<file path="config.mk">
export PLATFORM = sky130hd
export DESIGN_NAME = booth_mult_r4
export DESIGN_NICKNAME = d
export VERILOG_FILES = /design/src/rtl/booth_mult_r4.sv
export SDC_FILE = /design/constraint.sdc
export NUM_CORES = 1
export LEC_CHECK = 0
export ABC_AREA = 1
export CAP_MARGIN = 10
export CORE_UTILIZATION = 45
export CTS_BUF_LIST = sky130_fd_sc_hd__clkbuf_8
export CTS_CLUSTER_SIZE = 10
export DETAILED_ROUTE_END_ITERATION = 6
export PLACE_DENSITY = 0.7
export RECOVER_POWER = 100
export SLEW_MARGIN = 20
export SYNTH_ARGS = -nofsm -noshare
export SYNTH_HDL_FRONTEND = slang
export SYNTH_SLANG_ARGS = --single-unit
</file>
<file path="constraint.sdc">
create_clock -name clk -period 2.6 [get_ports clk]
set_input_delay 0.52 -clock clk [delete_from_list [all_inputs] [get_ports clk]]
set_output_delay 0.52 -clock clk [all_outputs]
set_load 0.02 [all_outputs]
</file>
<file path="src/rtl/booth_mult_r4.sv">
// Sequential radix-4 (modified) Booth multiplier, two multiplier bits per clock.
// Operands are extended by two bits on capture so signed and unsigned share one datapath.
module booth_mult_r4 #(
    parameter int unsigned WIDTH = 8
) (
    input  logic                 clk,
    input  logic                 rst,
    input  logic                 start,
    input  logic                 signed_mode,
    input  logic [WIDTH-1:0]     multiplicand,
    input  logic [WIDTH-1:0]     multiplier,
    output logic                 busy,
    output logic                 done,
    output logic [2*WIDTH-1:0]   product
);

    localparam int unsigned E  = WIDTH + 2;
    localparam int unsigned N  = E / 2;
    localparam int unsigned CW = $clog2(N + 1);
    localparam int unsigned PW = 2 * WIDTH;

    // Reject odd or too-narrow operand widths at elaboration
    if (((WIDTH % 2) != 0) || (WIDTH < 4)) begin : g_bad_width
        $error("booth_mult_r4: WIDTH must be even and >= 4");
    end

    typedef enum logic [1:0] {
        S_IDLE = 2'd0,
        S_CALC = 2'd1,
        S_DONE = 2'd2
    } state_t;

    state_t          state_q, state_d;
    logic [E:0]      a_q, a_d;
    logic [E-1:0]    qs_q, qs_d;
    logic            qm1_q, qm1_d;
    logic [E:0]      mx_q, mx_d;
    logic [CW-1:0]   cnt_q, cnt_d;
    logic            busy_q, busy_d;
    logic            done_q, done_d;
    logic [PW-1:0]   product_q, product_d;

    logic [E:0]      mx2_c;
    logic [E:0]      addend_c;
    logic [E:0]      sum_c;
    logic [2*E+1:0]  shifted_c;
    logic [PW-1:0]   result_c;
    logic            msign_c;
    logic            qsign_c;

    // Booth recoding, accumulate and 2-bit arithmetic shift for one iteration
    always_comb begin
        mx2_c    = {mx_q[E-1:0], 1'b0};
        addend_c = '0;
        case ({qs_q[1:0], qm1_q})
            3'b001, 3'b010: addend_c = mx_q;
            3'b011:         addend_c = mx2_c;
            3'b100:         addend_c = -mx2_c;
            3'b101, 3'b110: addend_c = -mx_q;
            default:        addend_c = '0;
        endcase
        sum_c     = a_q + addend_c;
        shifted_c = $signed({sum_c, qs_q, qm1_q}) >>> 2;
        result_c  = PW'({a_q, qs_q});
        msign_c   = signed_mode & multiplicand[WIDTH-1];
        qsign_c   = signed_mode & multiplier[WIDTH-1];
    end

    // Next-state and register-update logic
    always_comb begin
        state_d   = state_q;
        a_d       = a_q;
        qs_d      = qs_q;
        qm1_d     = qm1_q;
        mx_d      = mx_q;
        cnt_d     = cnt_q;
        busy_d    = busy_q;
        done_d    = 1'b0;
        product_d = product_q;
        case (state_q)
            S_IDLE: begin
                if (start) begin
                    a_d     = '0;
                    qs_d    = {{2{qsign_c}}, multiplier};
                    qm1_d   = 1'b0;
                    mx_d    = {{3{msign_c}}, multiplicand};
                    cnt_d   = '0;
                    busy_d  = 1'b1;
                    state_d = S_CALC;
                end
            end
            S_CALC: begin
                a_d   = shifted_c[2*E+1:E+1];
                qs_d  = shifted_c[E:1];
                qm1_d = shifted_c[0];
                cnt_d = cnt_q + CW'(1);
                if (cnt_q == CW'(N - 1)) begin
                    state_d = S_DONE;
                end
            end
            S_DONE: begin
                product_d = result_c;
                done_d    = 1'b1;
                busy_d    = 1'b0;
                state_d   = S_IDLE;
            end
            default: begin
                state_d = S_IDLE;
                busy_d  = 1'b0;
            end
        endcase
    end

    // State and datapath registers with synchronous reset
    always_ff @(posedge clk) begin
        if (rst) begin
            state_q   <= S_IDLE;
            a_q       <= '0;
            qs_q      <= '0;
            qm1_q     <= 1'b0;
            mx_q      <= '0;
            cnt_q     <= '0;
            busy_q    <= 1'b0;
            done_q    <= 1'b0;
            product_q <= '0;
        end else begin
            state_q   <= state_d;
            a_q       <= a_d;
            qs_q      <= qs_d;
            qm1_q     <= qm1_d;
            mx_q      <= mx_d;
            cnt_q     <= cnt_d;
            busy_q    <= busy_d;
            done_q    <= done_d;
            product_q <= product_d;
        end
    end

    assign busy    = busy_q;
    assign done    = done_q;
    assign product = product_q;

endmodule

</file>
* Yosys cells after proc, flatten, opt, wreduce, memory -nomap -nowiden *
Cells that the tools add are included.

storage, ports and cells
  register bits = 54
  output and inout bits = 18
  word-level logic and storage cells = 50

operators by class
  $add $sub $neg = 4
  eq/ne operators = 11
  mux-type cells = 15
  bitwise operators = 3
  reduce and logical (&&, ||, !) cells = 8

operator list
  operator               count
  $pmux W11 S4           1
  $neg A11 Y11           2
  $pmux W11 S2           1
  $pmux W10 S2           1
  $eq A3 B3 Y1 const B   4
  $add A11 B11 Y11       1
  $mux W11               1
  $mux W10               1
  $reduce_and A2 Y1      4
  $eq A3 B2 Y1 const B   2
  $pmux W3 S2            1
  $mux W2                2
  $ne A2 B2 Y1 const B   2
  $pmux W1 S2            2
  $pmux W2 S2            1
  $reduce_or A2 Y1       2
  $add A3 B1 Y3 const B  1
  $eq A3 B1 Y1 const B   1
  $mux W1                3
  $mux W3                1
  $and A1 B1 Y1          2
  $eq A2 B1 Y1 const B   1
  $eq A2 B2 Y1 const B   1
  $logic_not A2 Y1       1
  2 further kinds        2

* Depth between registers and ports, before layout *
  depth in word-level cells = 5
  mapped depth = 16
  depth with buffers taken out = 16

* Worst setup path before layout *
No wires, ideal clock.

  path type = register to register
  start = register mx_q[0]
  end = register a_q[7]
  library setup time = 0.132 ns
  data arrival time = 2.242 ns
  required time = 2.468 ns
  path slack = 0.226 ns
  cell stages (with the launch flop) = 15
  path buffers = 0
  clock period less this slack = 2.374 ns
  cell sequence = dfxtp_1 inv_1 ha_1 nand2_2 nor2_4 xor2_1 a221o_1 ha_1 inv_1 nor3_1 nand3_1 nand3_1 nand2_1 nand3_1 a21oi_1

on the way
  word-level cells in the longest chain between the ends = 4

ends and longest elaborated chain
  item                                    RTL line  text
  from (decl)                             37        logic [E:0] mx_q, mx_d;
  from (signal assigned)                  131       mx_q <= mx_d;
  $neg A11 Y11, on equally long branches  59, 58
  $pmux W11 S4 (*)                        55        case ({qs_q[1:0], qm1_q})
  $add A11 B11 Y11 (*)                    62        sum_c = a_q + addend_c;
  $pmux W11 S2 (*)                        80        case (state_q)
  to (signal assigned)                    118       a_q <= '0;
  to (signal assigned)                    128       a_q <= a_d;
  to (decl)                               34        logic [E:0] a_q, a_d;

Mark *: on every way between the ends. The rest lies on a longest branch, timed or not.
A chain may end at the register's enable or synchronous reset.

* Worst setup path in the final report *
  start = register mx_q[0]
  end = register a_q[9]

The elaborated chain is that of the path after synthesis.

==> impl_metrics.py <==
metrics = {
    "logic_synthesis": {
        "netlist-cell-type-count": 44,
        "ys_seq_area_share_pct": 35.1,
        "netlist_instances": 409,
        "synth_area_um2": 2960,
        "ys_seq_elements": 52,
        "ys.flop_type": "dfxtp_1",
        "synth-edff-count": 0,
        "synth_area_per_cell_um2": 7.24,
        "async_flop_share_pct": 0,
        "synthDominantCellAreaShare_pct": 35.1,
        "syn-num-nets": 443,
        "synth_top_area_cell": "dfxtp_1",
        "yosys_warnings": 0,
        "synthTopCellsByArea": "dfxtp_1, nand2_1, a21oi_1, o21ai_0, ha_1",
    },
    "floorplan": {
        "fp.dieW_um": 83.1,
        "ios": 38,
        "die_area_um2": 6910,
        "die_h_um": 83.1,
        "initial_core_util_pct": 46.6,
        "rows": 29,
        "core-area_um2": 6350,
    },
    "clock_tree": {
        "holdBufCountCts": 0,
        "tritoncts": "built",
        "clockBufferDepth": 2,
        "cts_buffers": 5,
        "cts_num_sinks": 52,
        "cts.clk_slew.worst_paths_ps": 100,
        "cts_max_level": 2,
        "insertion_delay_ps": 310,
        "clockRootBuffer": "clkbuf_8",
    },
    "sta": {
        "hold_violations": 0,
        "finalClockSkew_ps": 7.56,
        "fin_crit_ps": 2440,
        "setup_viol": 0,
        "fmax_ghz": 0.409,
        "worst_pin_slew_ps": 795,
        "relSlewSlack_pct": 47.0,
        "slew_violations": 0,
        "post-route-period-util_pct": 94.0,
    },
    "routing": {
        "routed_wl_um": 7410,
        "drt_iter0_markers": 184,
        "drc": 0,
        "antenna_left": 0,
        "vias": 2821,
        "wl_per_cell_um": 14.1,
        "routed_via_density": 5.37,
        "first_pass_iters": 4,
    },
    "setup_path": {
        "path_class": "reg -> reg",
        "worstPathRequired_ps": 2850,
        "arrival_ps": 2700,
        "critPathLaunchType": "flip-flop",
        "setup.worst_path.end_class": "flip-flop",
        "reg2reg_slack_ps": 160,
        "cp_max_fo": 5,
    },
    "global_routing": {
        "track_usage_pct": 21.4,
        "grt_pass1_vias": 2514,
        "grt_pass1_wl_um": 12200,
        "grt_max_degree": 35,
        "grt_overflow": 0,
        "antenna_found_initial": 0,
    },
    "pwr": {
        "power.density_nw_per_um2": 532,
        "total_leakage_power_nw": 1.58,
        "ir_drop_mv": 0.299,
    },
    "cells_and_area": {
        "fill_cells": 611,
        "layout.nets": 481,
        "n_antenna_cell": 0,
        "synthToLayoutAreaGrowth_pct": 21.3,
        "final_core_util_pct": 56.6,
        "multiInputGateArea_um2": 1700,
        "mostFrequentLayoutCells": "nand2_1, dfxtp_1, nor2_1, o21ai_0, a21oi_1",
        "drive_above_1_share_pct": 15.4,
        "seq_area_um2": 1050,
        "fin_cells": 525,
        "final_common_cell": "nand2_1",
    },
    "placement": {
        "portBuffers": 37,
        "place_congestion": 0.915,
        "hpwl_um": 5470,
        "dp_cells": 513,
    },
    "flow_run": {
        "cap_violations": 0,
    },
    "worst_hold_path": {
        "hold_class": "reg -> reg",
    },
    "outcome": {
        "status": "complete, no violations",
    },
}
## per-layer routing
metal	share of wire [%]	up-vias	track usage, %
met4	0.65	0	2.82
met2	51	57	37.0
met1	46	1312	29.2
met3	3.1	11	2.78
met5	0	-	0
li1	-	1441	-
## logic make-up (layout without fill, tap and decap cells)
family          count (synthesis)  after routing  synth area share [%]
simple gates                  158            158                  25.3
compound gates                112            112                  21.7
buf+inv                        67            106                  9.89
flops                          52             52                  35.2
fa+ha+maj                      14             14                  6.17
xor+xnor                        6              6                  1.77
## synth_stat cells (2+ instances only)
library cell / n
a21oi_1: 40
a221o_1: 3
a22oi_1: 2
a31oi_1: 10
buf_2: 3
buf_6: 2
clkbuf_1: 5
dfxtp_1: 52
ha_1: 13
inv_1: 36
inv_2: 15
nand2_1: 68
nand2_2: 6
nand3_1: 15
nand3_2: 5
nand4_1: 2
nor2_1: 43
nor2_2: 4
nor2_4: 5
nor3_1: 4
o2111ai_1: 2
o21ai_0: 36
o21ai_1: 9
o22ai_1: 4
or2_0: 2
xor2_1: 5
## state kept, by name, summed over array words and instances (netlist names), 2 cells and up
register  flops
cnt_q         3
a_q           9
qs_q         10
product      16
mx_q          9
state_q       2
## path summary, 6_finish.rpt
path,from,endpoint,cells after the start
worst max register to register,mx_q[0]$_SDFFE_PP0P_,a_q[9]$_SDFFE_PP0P_,15
worst min-delay path,busy$_SDFFE_PP0P_,busy$_SDFFE_PP0P_,2
worst max-delay path,mx_q[0]$_SDFFE_PP0P_,a_q[9]$_SDFFE_PP0P_,15
worst min register to register,busy$_SDFFE_PP0P_,busy$_SDFFE_PP0P_,2
## critical path, stage by stage (launching register included)
cell and delay, ps:
dfxtp_4 370, inv_4 80, ha_4 150, nand2_2 80
xor2_1 170, inv_1 70, a21oi_1 150, o21ai_0 110
ha_1 370, nand2_2 110, nor3_4 250, nand3_2 110
nand3_2 90, nand3b_1 120, nand3_2 70, a21oi_2 110
## area by class of cell
cell class | instances | share of cell area, %
inverters | 53 | 5.82
repair buffers | 45 | 11.9
flip-flops and latches | 52 | 29.1
well taps | 77 | 2.68
clock inverters | 3 | 1.18
multi-input cells | 290 | 47.4
clock buffers | 5 | 1.92
## report_power, final
part | internal (mW) | switching (mW)
combinational | 0.174 | 0.286
sequential | 0.837 | 0.0421
clock | 0.288 | 0.285
## repair_timing
item | 4_1_cts | 5_1_grt
setup endpoints to repair | 1 | 7
endpoints found under the hold margin | 0 | 0
pin swaps | 0 | 7
gates cloned | 0 | 0
gates resized for setup | 2 | 22
buffers inserted | 0 | 4
## metrics by stage
step | hold slack, ps | setup WS (ps) | TNS, ps | cell area (um2) | power [mW]
3_5_place_dp | 463 | -103 | -103 | 3370 | 1.31
2_1_floorplan | 449 | 226 | 0 | 2960 | 1.20
3_3_place_gp | 461 | 23.6 | 0 | 3370 | 1.31
4_1_cts | 479 | 19.1 | 0 | 3490 | 1.88
6_report | 471 | 156 | 0 | 3590 | 1.91
5_1_grt | 513 | -33.3 | -45.2 | 3590 | 2.00
Note: power is estimated with default switching activity, not from simulation.
==> RTL edit (same flow settings) <==
Set the parameter `WIDTH` to 4 (it was 8).
--- a/src/rtl/booth_mult_r4.sv
+++ b/src/rtl/booth_mult_r4.sv
@@ -3,3 +3,3 @@
 module booth_mult_r4 #(
-    parameter int unsigned WIDTH = 8
+    parameter int unsigned WIDTH = 4
 ) (
Interface: changed (resized multiplicand, multiplier and product); port bits go from 38 to 22. No check against the original RTL was run, so the function may have changed too.
==> RTL edit against the original RTL <==
- wire length decreased by 49%
- design area decreased by 42%
- synthesized area decreased by 42%
- via count decreased by 45%
- first-iteration DRC count decreased by 60%
- total power decreased by 34%
- sequential cell count decreased by 21
- clock skew decreased by 0.0030 ns
- setup slack improved by 0.080 ns
- combinational power decreased by 49%
- largest cell class unchanged
- largest power group unchanged
==> RTL edit: results (changes against the original RTL) <==
| Metric | Value |
|---|---|
| Status | `finished clean` |
| Met1 wire length | `1.85 mm (-45%)` |
| Hold WS | `0.467 ns (-0.00428 ns)` |
| Share of cells above drive strength 1 | `0.151 (-0.00322)` |
| Post-DP HPWL | `2.71 mm (-51%)` |
| Clk_lat worst skew | `0.28 ns (-0.03 ns)` |
| Top routing layer used | `met4` |
| Largest cells by area after synthesis | `dfxtp_1, nand2_1, a21oi_1` |
| First-pass GRT wire length | `6.31 mm (-48%)` |
| Initial antenna violation count | `0 (unchanged)` |
| Seq/Total Area, Yosys | `0.364 (+0.0121)` |
| Post-Syn Nets | `246 (-44%)` |
| Clock group | `0.000497 W (-13%)` |
| Tightest Hold Check Type | `reg2reg` |
| 1st-iter DRT viols | `73 (-60%)` |
| Critical Path Sink | `a_q[3]` |
| Post_cts resized | `0 (-2)` |
| DP Cell Count | `291 (-43%)` |
| Fin crit share | `0.909 (-0.0308)` |
| CP arrival | `2.59 ns (-0.11 ns)` |
| Worst Hold Path EP | `busy` |
| Comb pwr share | `0.187 (-0.054)` |
| R2r setup slk | `0.24 ns (+0.08 ns)` |
| Clk_skew | `0.00453 ns (-0.00304 ns)` |
| Clk slew on worst S/H paths | `0.07 ns (-0.03 ns)` |
| Routability congestion estimate | `0.921 (+0.74%)` |
| Grt met3 use | `0.0326 (+0.00478)` |
| Most frequent cells after synthesis | `nand2_1, dfxtp_1, inv_1, a21oi_1, o21ai_0` |
| Switching pwr | `0.000352 W (-43%)` |
| Met2 usage in global routing | `0.323 (-0.0465)` |
| M1 GR Usage | `0.262 (-0.0297)` |
| Routed WL | `3.74 mm (-49%)` |
| Met2 Wirelength | `1.68 mm (-55%)` |
| Met3 WL | `153 µm (-33%)` |
| GRT Total Usage | `0.200 (-0.0144)` |
| PortBufs | `21 (-43%)` |
| Max VDD drop | `0.319 mV (+6.7%)` |
| Maximum number of pins on one net before global-route repair | `18 (-49%)` |
| Final net count | `272 (-43%)` |
| Vias in the first global route | `1416 (-44%)` |
| Pleak | `0.902 nW (-43%)` |
| Layout Cells excl Fill | `300 (-43%)` |
| Largest register FFs | `8 (-8)` |
| Crit Reg-Reg Startpoint | `mx_q[1]` |
| Pre-CTS setup slack | `0.138 ns (+0.241 ns)` |
| Tightest Pin Transition | `1.25 ns (+0.455 ns)` |
| Syn Inst Count | `225 (-45%)` |
| Combinational power | `0.000234 W (-49%)` |
| Crit Path Max Fanout | `5 (unchanged)` |
| Yosys cell types | `35 (-20%)` |
RTL edit: layout make-up:
type,instances,area (µm²)
clock buffer,6,82.6
clock inverter,2,35.0
fill,351,1570
inverter,30,114
multi-input combinational,160,951
sequential,31,621
tap,48,60.1
timing repair buffer,23,225
RTL edit: critical path: stages, from the launching register on:
cell	delay [ns]
dfxtp_1	0.34
inv_1	0.09
ha_2	0.21
xnor2_1	0.15
a221oi_2	0.25
o21ai_1	0.11
ha_1	0.36
nand3_1	0.12
nand3_2	0.08
nand2_1	0.07
nand2_1	0.06
a21oi_2	0.15
nor2_1	0.05
nor2_1	0.08
nand2_1	0.07
a21oi_2	0.10
RTL edit: cells by family (layout without fill, tap and decap cells):
group,count (synthesis),count (layout),synth area share
simple gates,92,92,0.282
flops,31,31,0.364
xor+xnor,2,2,0.0103
compound gates,57,57,0.191
fa+ha+maj,9,9,0.0704
buf+inv,34,61,0.0828
